## config.mk

```make
export PLATFORM = sky130hd
export DESIGN_NAME = trail_sequencer_flat
export DESIGN_NICKNAME = d
export VERILOG_FILES = /design/src/rtl/trail_sequencer_if.sv /design/src/rtl/trail_sequencer.sv /design/src/flat_wrapper.sv
export SDC_FILE = /design/constraint.sdc
export NUM_CORES = 1
export LEC_CHECK = 0
export BUFFER_PORTS_ARGS = -buffer_cell sky130_fd_sc_hd__buf_2
export CORE_ASPECT_RATIO = 1.5
export CORE_MARGIN = 2
export CORE_UTILIZATION = 36
export DETAILED_ROUTE_END_ITERATION = 12
export PLACE_DENSITY = 0.63
export SLEW_MARGIN = 20
export SYNTH_ARGS = -nofsm -noshare
export SYNTH_HDL_FRONTEND = slang
export SYNTH_SLANG_ARGS = --single-unit
```

## constraint.sdc

```tcl
create_clock -name clk -period 3.1 [get_ports clk]
set_clock_uncertainty 0.1 [all_clocks]
set_input_delay 0.31 -clock clk [delete_from_list [all_inputs] [get_ports clk]]
set_output_delay 0.31 -clock clk [all_outputs]
set_load 0.01 [all_outputs]
```

## src/rtl/trail_sequencer_if.sv

```systemverilog
// Bundle of the trail sequencer button inputs and trail outputs.
// The master side drives the buttons and abort; the slave side owns the trail.
interface trail_sequencer_if;
    logic       btn_go;
    logic       btn_red;
    logic       abort;
    logic [3:0] phase;
    logic [6:0] green_x;
    logic [6:0] green_y;
    logic [6:0] red_x;
    logic [6:0] red_y;
    logic       busy;
    logic       done;

    modport master (
        output btn_go,
        output btn_red,
        output abort,
        input  phase,
        input  green_x,
        input  green_y,
        input  red_x,
        input  red_y,
        input  busy,
        input  done
    );

    modport slave (
        input  btn_go,
        input  btn_red,
        input  abort,
        output phase,
        output green_x,
        output green_y,
        output red_x,
        output red_y,
        output busy,
        output done
    );
endinterface

```

## src/rtl/trail_sequencer.sv

```systemverilog
// Two-square trail sequencer: a slow green lap, a dwell-punctuated path,
// then a fast red lap started by a second button.
module trail_sequencer #(
    parameter int STEP_DIV    = 1666667,
    parameter int FAST_DIV    = 1000000,
    parameter int DWELL_STEPS = 45,
    parameter int MIN_X       = 6,
    parameter int MAX_X       = 90,
    parameter int MIN_Y       = 4,
    parameter int MAX_Y       = 60,
    parameter int SIZE        = 15
) (
    input  logic              clk,
    input  logic              reset,
    trail_sequencer_if.slave  bus
);
    localparam int SW = $clog2(STEP_DIV + 1);
    localparam int FW = $clog2(FAST_DIV + 1);
    localparam int DW = $clog2(DWELL_STEPS + 1);

    localparam logic [SW-1:0] SLOW_LAST  = SW'(STEP_DIV - 1);
    localparam logic [FW-1:0] FAST_LAST  = FW'(FAST_DIV - 1);
    localparam logic [DW-1:0] DWELL_LAST = DW'(DWELL_STEPS - 1);

    localparam logic [6:0] X0    = 7'(MIN_X);
    localparam logic [6:0] Y0    = 7'(MIN_Y);
    localparam logic [6:0] XR    = 7'(MAX_X - SIZE);
    localparam logic [6:0] YB    = 7'(MAX_Y - SIZE);
    localparam logic [6:0] X0_P2 = 7'(MIN_X + 2);
    localparam logic [6:0] Y0_P2 = 7'(MIN_Y + 2);
    localparam logic [6:0] XR_M2 = 7'(MAX_X - SIZE - 2);

    typedef enum logic [3:0] {
        IDLE     = 4'd0,
        G_RIGHT  = 4'd1,
        G_DWELL1 = 4'd2,
        G_DOWN   = 4'd3,
        G_DWELL2 = 4'd4,
        G_LEFT   = 4'd5,
        G_DWELL3 = 4'd6,
        ARMED    = 4'd7,
        R_RIGHT  = 4'd8,
        R_UP     = 4'd9,
        R_LEFT   = 4'd10
    } phase_e;

    phase_e        phase_q, phase_d;
    phase_e        dwell_next;
    logic [SW-1:0] slow_cnt_q, slow_cnt_d;
    logic [FW-1:0] fast_cnt_q, fast_cnt_d;
    logic [DW-1:0] dwell_q, dwell_d;
    logic [6:0]    gx_q, gx_d;
    logic [6:0]    gy_q, gy_d;
    logic [6:0]    rx_q, rx_d;
    logic [6:0]    ry_q, ry_d;
    logic          done_q, done_d;
    logic [1:0]    go_sync_q, go_sync_d;
    logic [1:0]    red_sync_q, red_sync_d;
    logic          go_prev_q, go_prev_d;
    logic          red_prev_q, red_prev_d;
    logic [2:0]    prime_q, prime_d;
    logic          slow_tick;
    logic          fast_tick;
    logic          go_edge;
    logic          red_edge;

    always_comb begin
        slow_tick  = (slow_cnt_q == SLOW_LAST);
        fast_tick  = (fast_cnt_q == FAST_LAST);
        slow_cnt_d = slow_tick ? '0 : slow_cnt_q + 1'b1;
        fast_cnt_d = fast_tick ? '0 : fast_cnt_q + 1'b1;
    end

    // prime_q gates edges until the previous-sample flop holds a real
    // post-reset sample, so a button held through reset is not an edge.
    always_comb begin
        go_sync_d  = {go_sync_q[0], bus.btn_go};
        red_sync_d = {red_sync_q[0], bus.btn_red};
        go_prev_d  = go_sync_q[1];
        red_prev_d = red_sync_q[1];
        prime_d    = {prime_q[1:0], 1'b1};
        go_edge    = prime_q[2] & go_sync_q[1] & ~go_prev_q;
        red_edge   = prime_q[2] & red_sync_q[1] & ~red_prev_q;
    end

    always_comb begin
        unique case (1'b1)
            phase_q == G_DWELL1: dwell_next = G_DOWN;
            phase_q == G_DWELL2: dwell_next = G_LEFT;
            default:             dwell_next = ARMED;
        endcase
    end

    always_comb begin
        phase_d = phase_q;
        dwell_d = dwell_q;
        gx_d    = gx_q;
        gy_d    = gy_q;
        rx_d    = rx_q;
        ry_d    = ry_q;
        done_d  = 1'b0;
        if (bus.abort) begin
            phase_d = IDLE;
            dwell_d = '0;
            gx_d    = X0;
            gy_d    = Y0;
            rx_d    = X0;
            ry_d    = YB;
        end else begin
            unique case (phase_q)
                IDLE: begin
                    gx_d = X0;
                    gy_d = Y0;
                    rx_d = X0;
                    ry_d = YB;
                    if (go_edge) begin
                        phase_d = G_RIGHT;
                    end
                end
                G_RIGHT: begin
                    if (slow_tick) begin
                        if (gx_q < XR) gx_d = gx_q + 7'd1;
                        else           phase_d = G_DWELL1;
                    end
                end
                G_DOWN: begin
                    if (slow_tick) begin
                        if (gy_q < YB) gy_d = gy_q + 7'd1;
                        else           phase_d = G_DWELL2;
                    end
                end
                G_LEFT: begin
                    if (slow_tick) begin
                        if (gx_q > X0) gx_d = gx_q - 7'd1;
                        else           phase_d = G_DWELL3;
                    end
                end
                G_DWELL1, G_DWELL2, G_DWELL3: begin
                    if (slow_tick) begin
                        if (dwell_q == DWELL_LAST) begin
                            dwell_d = '0;
                            phase_d = dwell_next;
                        end else begin
                            dwell_d = dwell_q + 1'b1;
                        end
                    end
                end
                ARMED: begin
                    if (red_edge) begin
                        phase_d = R_RIGHT;
                    end
                end
                R_RIGHT: begin
                    if (fast_tick) begin
                        if (rx_q >= XR)         phase_d = R_UP;
                        else if (rx_q >= XR_M2) rx_d = XR;
                        else                    rx_d = rx_q + 7'd2;
                    end
                end
                R_UP: begin
                    if (fast_tick) begin
                        if (ry_q <= Y0)         phase_d = R_LEFT;
                        else if (ry_q <= Y0_P2) ry_d = Y0;
                        else                    ry_d = ry_q - 7'd2;
                    end
                end
                R_LEFT: begin
                    if (fast_tick) begin
                        if (rx_q <= X0) begin
                            phase_d = IDLE;
                            done_d  = 1'b1;
                            gx_d    = X0;
                            gy_d    = Y0;
                            ry_d    = YB;
                        end else if (rx_q <= X0_P2) begin
                            rx_d = X0;
                        end else begin
                            rx_d = rx_q - 7'd2;
                        end
                    end
                end
                default: begin
                    phase_d = IDLE;
                    dwell_d = '0;
                    gx_d    = X0;
                    gy_d    = Y0;
                    rx_d    = X0;
                    ry_d    = YB;
                end
            endcase
        end
    end

    always_ff @(posedge clk) begin
        if (reset) begin
            phase_q    <= IDLE;
            slow_cnt_q <= '0;
            fast_cnt_q <= '0;
            dwell_q    <= '0;
            gx_q       <= X0;
            gy_q       <= Y0;
            rx_q       <= X0;
            ry_q       <= YB;
            done_q     <= 1'b0;
            go_sync_q  <= '0;
            red_sync_q <= '0;
            go_prev_q  <= 1'b0;
            red_prev_q <= 1'b0;
            prime_q    <= '0;
        end else begin
            phase_q    <= phase_d;
            slow_cnt_q <= slow_cnt_d;
            fast_cnt_q <= fast_cnt_d;
            dwell_q    <= dwell_d;
            gx_q       <= gx_d;
            gy_q       <= gy_d;
            rx_q       <= rx_d;
            ry_q       <= ry_d;
            done_q     <= done_d;
            go_sync_q  <= go_sync_d;
            red_sync_q <= red_sync_d;
            go_prev_q  <= go_prev_d;
            red_prev_q <= red_prev_d;
            prime_q    <= prime_d;
        end
    end

    assign bus.phase   = phase_q;
    assign bus.green_x = gx_q;
    assign bus.green_y = gy_q;
    assign bus.red_x   = rx_q;
    assign bus.red_y   = ry_q;
    assign bus.busy    = (phase_q != IDLE) && (phase_q != ARMED);
    assign bus.done    = done_q;
endmodule
```

## src/flat_wrapper.sv

```systemverilog
// flat-port wrapper written by rule: the top's interface ports become plain ports
module trail_sequencer_flat 
#(
    parameter int STEP_DIV    = 1666667,
    parameter int FAST_DIV    = 1000000,
    parameter int DWELL_STEPS = 45,
    parameter int MIN_X       = 6,
    parameter int MAX_X       = 90,
    parameter int MIN_Y       = 4,
    parameter int MAX_Y       = 60,
    parameter int SIZE        = 15
)
  (clk, reset, bus_btn_go, bus_btn_red, bus_abort, bus_phase, bus_green_x, bus_green_y, bus_red_x, bus_red_y, bus_busy, bus_done);
  trail_sequencer_if bus_i ();
  input  logic clk;
  input  logic reset;
  input wire logic [$bits(bus_i.btn_go)-1:0] bus_btn_go;
  input wire logic [$bits(bus_i.btn_red)-1:0] bus_btn_red;
  input wire logic [$bits(bus_i.abort)-1:0] bus_abort;
  output wire logic [$bits(bus_i.phase)-1:0] bus_phase;
  output wire logic [$bits(bus_i.green_x)-1:0] bus_green_x;
  output wire logic [$bits(bus_i.green_y)-1:0] bus_green_y;
  output wire logic [$bits(bus_i.red_x)-1:0] bus_red_x;
  output wire logic [$bits(bus_i.red_y)-1:0] bus_red_y;
  output wire logic [$bits(bus_i.busy)-1:0] bus_busy;
  output wire logic [$bits(bus_i.done)-1:0] bus_done;
  assign bus_i.btn_go = bus_btn_go;
  assign bus_i.btn_red = bus_btn_red;
  assign bus_i.abort = bus_abort;
  assign bus_phase = bus_i.phase;
  assign bus_green_x = bus_i.green_x;
  assign bus_green_y = bus_i.green_y;
  assign bus_red_x = bus_i.red_x;
  assign bus_red_y = bus_i.red_y;
  assign bus_busy = bus_i.busy;
  assign bus_done = bus_i.done;
  trail_sequencer #(.STEP_DIV(STEP_DIV), .FAST_DIV(FAST_DIV), .DWELL_STEPS(DWELL_STEPS), .MIN_X(MIN_X), .MAX_X(MAX_X), .MIN_Y(MIN_Y), .MAX_Y(MAX_Y), .SIZE(SIZE)) u_core (.clk(clk), .reset(reset), .bus(bus_i));
endmodule
```

==> results.json <==
{
  "diodes": 0,
  "worstPathMaxFanout": 13,
  "synth_most_common_cell": "dfxtp_1",
  "max_cap_violations": 0,
  "finalSetupTns_ns": 0,
  "max_freq_ghz": 0.3611,
  "grt_max_degree": 24,
  "worstHoldPathType": "input port to flip-flop",
  "synth_commonest_cells": "dfxtp_1, nor2_1, nand2_1",
  "period_needed_ns": 2.769,
  "slew_viol_final": 0,
  "yosysTopAreaCell": "dfxtp_1",
  "cts_tree": "built",
  "pwr-share-clk_pct": 47.8,
  "p_switching_mw": 0.5186,
  "status": "finished, final reports clean",
  "finalSetupViolCount": 0,
  "startpoint_type": "flip-flop",
  "die_h_um": 143.7,
  "clk_latency_ns": 0.35,
  "syn_inst": 579,
  "p_leak_nw": 2.017,
  "cts.clk_slew.worst_paths_ns": 0.07,
  "via_count": 4291,
  "post_cts_resized": 0,
  "vias_per_cell": 5.473,
  "cts_setup_buffers": 0,
  "cts_buffers": 9,
  "power_mw": 2.321,
  "antenna_found_initial": 0,
  "synth_seq_cells": 89,
  "power_frac_seq_pct": 50.1,
  "fin_nets": 640,
  "ir_drop_mv": 0.2668,
  "period_share_pct": 89.32,
  "grt_pass1_wl_um": 19170,
  "firstDrtPassIters": 5,
  "hold_viol_final": 0,
  "worst_pin_slew_ns": 0.6170,
  "routed_wl_um": 11420,
  "p_int_mw": 1.802,
  "drc": 0,
  "synth_warnings": 0,
  "layout-drive-gt1-share_pct": 12.96,
  "synth_top_flop_cell": "dfxtp_1",
  "critical_path_arrival_ns": 2.95,
  "ant_nets": 0,
  "p_comb_share_pct": 2.1,
  "power.density_nw_per_um2": 429.9,
  "grt_pass1_vias": 4247,
  "required_ns": 3.28,
  "wl_per_cell_um": 14.56,
  "netlist.area_leader.share_pct": 38.02,
  "gp_congestion": 0.8934,
  "synth.top_cells.by_area": "dfxtp_1, nor2_1, xor2_1, ha_1, nand3_1",
  "dieArea_um2": 13960,
  "chipWidth_um": 97.15,
  "path_class": "flip-flop to flip-flop",
  "syn_nets": 599,
  "yosysSeqAreaShare_pct": 38.02,
  "cts_hold_buffers": 0,
  "syn2layout_area_growth_pct": 15.19,
  "io_pins": 39,
  "initialDrtViolationCount": 166,
  "cp-end-kind": "flip-flop",
  "synth-edff-count": 0,
  "numPortBuffers": 38,
  "core_um2": 12830,
  "grt_use_total_pct": 16.57,
  "syn_area_um2": 4686,
  "rows": 51,
  "h-tree-depth": 3,
  "dp_hpwl_um": 8337,
  "cts.sinks": 89,
  "fillers": 1302,
  "relSlewSlack_pct": 58.55,
  "synth_cell_types": 66,
  "initial_core_util_pct": 36.53,
  "syn_area_per_cell_um2": 8.093,
  "synthArstFlopShare_pct": 0,
  "root_buffer": "clkbuf_16",
  "gr-total-overflow": 0,
  "swShare_pct": 22.35,
  "clockBufferDepth": 2,
  "rsz0062_at_grt": "no"
}
==> registers in the layout, summed over array words and instances (netlist names), 2 cells and up <==
register,flops
u_core.dwell_q,6
u_core.bus.red_x,7
u_core.bus.green_x,7
u_core.fast_cnt_q,20
u_core.go_sync_q,2
u_core.bus.green_y,7
u_core.bus.red_y,7
u_core.prime_q,3
u_core.red_sync_q,2
u_core.bus.phase,4
u_core.slow_cnt_q,21
==> final cells by class <==
class | instances | area [um2] | area share [%]
clock inverters | 7 | 76.32 | 1.414
repair buffers | 53 | 302.8 | 5.610
multi-input cells | 446 | 2734 | 50.65
inverters | 21 | 78.83 | 1.460
flip-flops and latches | 89 | 1782 | 33.01
well taps | 159 | 198.9 | 3.686
clock buffers | 9 | 225.2 | 4.172
==> worst paths after layout <==
check | startpoint | endpoint | slack [ns] | depth (start not counted)
min | bus_btn_red | u_core.red_sync_q[0] | 0.08 | 2
min reg2reg | u_core.go_sync_q[1] | u_core.go_prev_q | 0.33 | 2
max | u_core.bus.red_x[2] | u_core.bus.green_x[6] | 0.33 | 7
max reg2reg | u_core.bus.red_x[2] | u_core.bus.green_x[6] | 0.33 | 7
==> metal layers <==
| metal | up-vias | wire length, um | global-route usage, % |
|---|---|---|---|
| met1 | 2027 | 4688 | 17.82 |
| met4 | 0 | 265 | 6.894 |
| met2 | 85 | 5998 | 31.10 |
| met3 | 24 | 462 | 3.745 |
| met5 | - | 0 | 0 |
| li1 | 2155 | - | - |
==> power by group through the flow <==
stage | Combinational [mW] | Clock (mW) | Sequential, mW
2_1_floorplan | 0.0350 | 0 | 1.19
3_3_place_gp | 0.0480 | 0 | 1.19
3_5_place_dp | 0.0490 | 0 | 1.19
4_1_cts | 0.0492 | 1.15 | 1.16
5_1_grt | 0.0556 | 1.18 | 1.16
6_report | 0.0487 | 1.11 | 1.16
==> cells by family (layout without fill, tap and decap cells) <==
| logic type | count (synthesis) | in the layout | synth area share, % |
|---|---|---|---|
| AO/OA/AOI/OAI | 117 | 117 | 16.50 |
| XOR/XNOR | 40 | 40 | 7.477 |
| adder cells (fa/ha/maj) | 15 | 15 | 4.005 |
| buffers and inverters | 44 | 90 | 3.631 |
| flip-flops | 89 | 89 | 38.02 |
| multiplexers | 4 | 4 | 0.8812 |
| AND/OR/NAND/NOR | 270 | 270 | 29.48 |
==> layout by cell type (no fill, tap or decap), types with 4 or more instances in the layout <==
cell,synthesis,layout
buf_2,4,38
or2_2,4,4
clkbuf_16,0,9
nor2b_1,13,13
o32ai_1,5,5
o21ai_0,27,26
or4_1,5,5
nor2_1,79,79
or3_1,10,10
a21oi_1,31,31
and2_1,7,7
inv_1,20,20
nand4_1,15,15
a31oi_1,6,6
xnor2_1,11,11
nor3_1,15,15
buf_4,0,15
o21ai_1,6,7
nor4_1,9,9
o21a_1,4,4
dfxtp_1,89,89
nand2_1,45,45
ha_1,15,15
o31ai_1,5,5
nand2b_1,6,6
xor2_1,29,29
nand3_1,35,35
and3_1,9,9
==> stage by stage <==
| stage | instances | setup slack (ns) | hold WS [ns] | utilization (%) | cell area [um2] |
|---|---|---|---|---|---|
| after floorplan | 579 | 0.6486 | 0.2796 | - | 4686 |
| after global placement | 768 | 0.4271 | 0.3244 | 39.73 | 5096 |
| after detailed placement | 768 | 0.3359 | 0.3248 | 39.73 | 5096 |
| after CTS | 784 | 0.3133 | 0.05971 | 42.08 | 5398 |
| after global routing | 784 | 0.1486 | 0.07375 | 42.08 | 5398 |
| final | 784 | 0.3309 | 0.07574 | 42.08 | 5398 |
==> critical path: stages, from the launching register on <==
cell and delay, ns:
dfxtp_1 0.40, ha_1 0.29, a2111oi_4 0.43, nor4b_4 0.29, nor4_1 0.11, a211o_1 0.41
or4_1 0.52, a21oi_1 0.15
(Power assumes the default switching activity.)
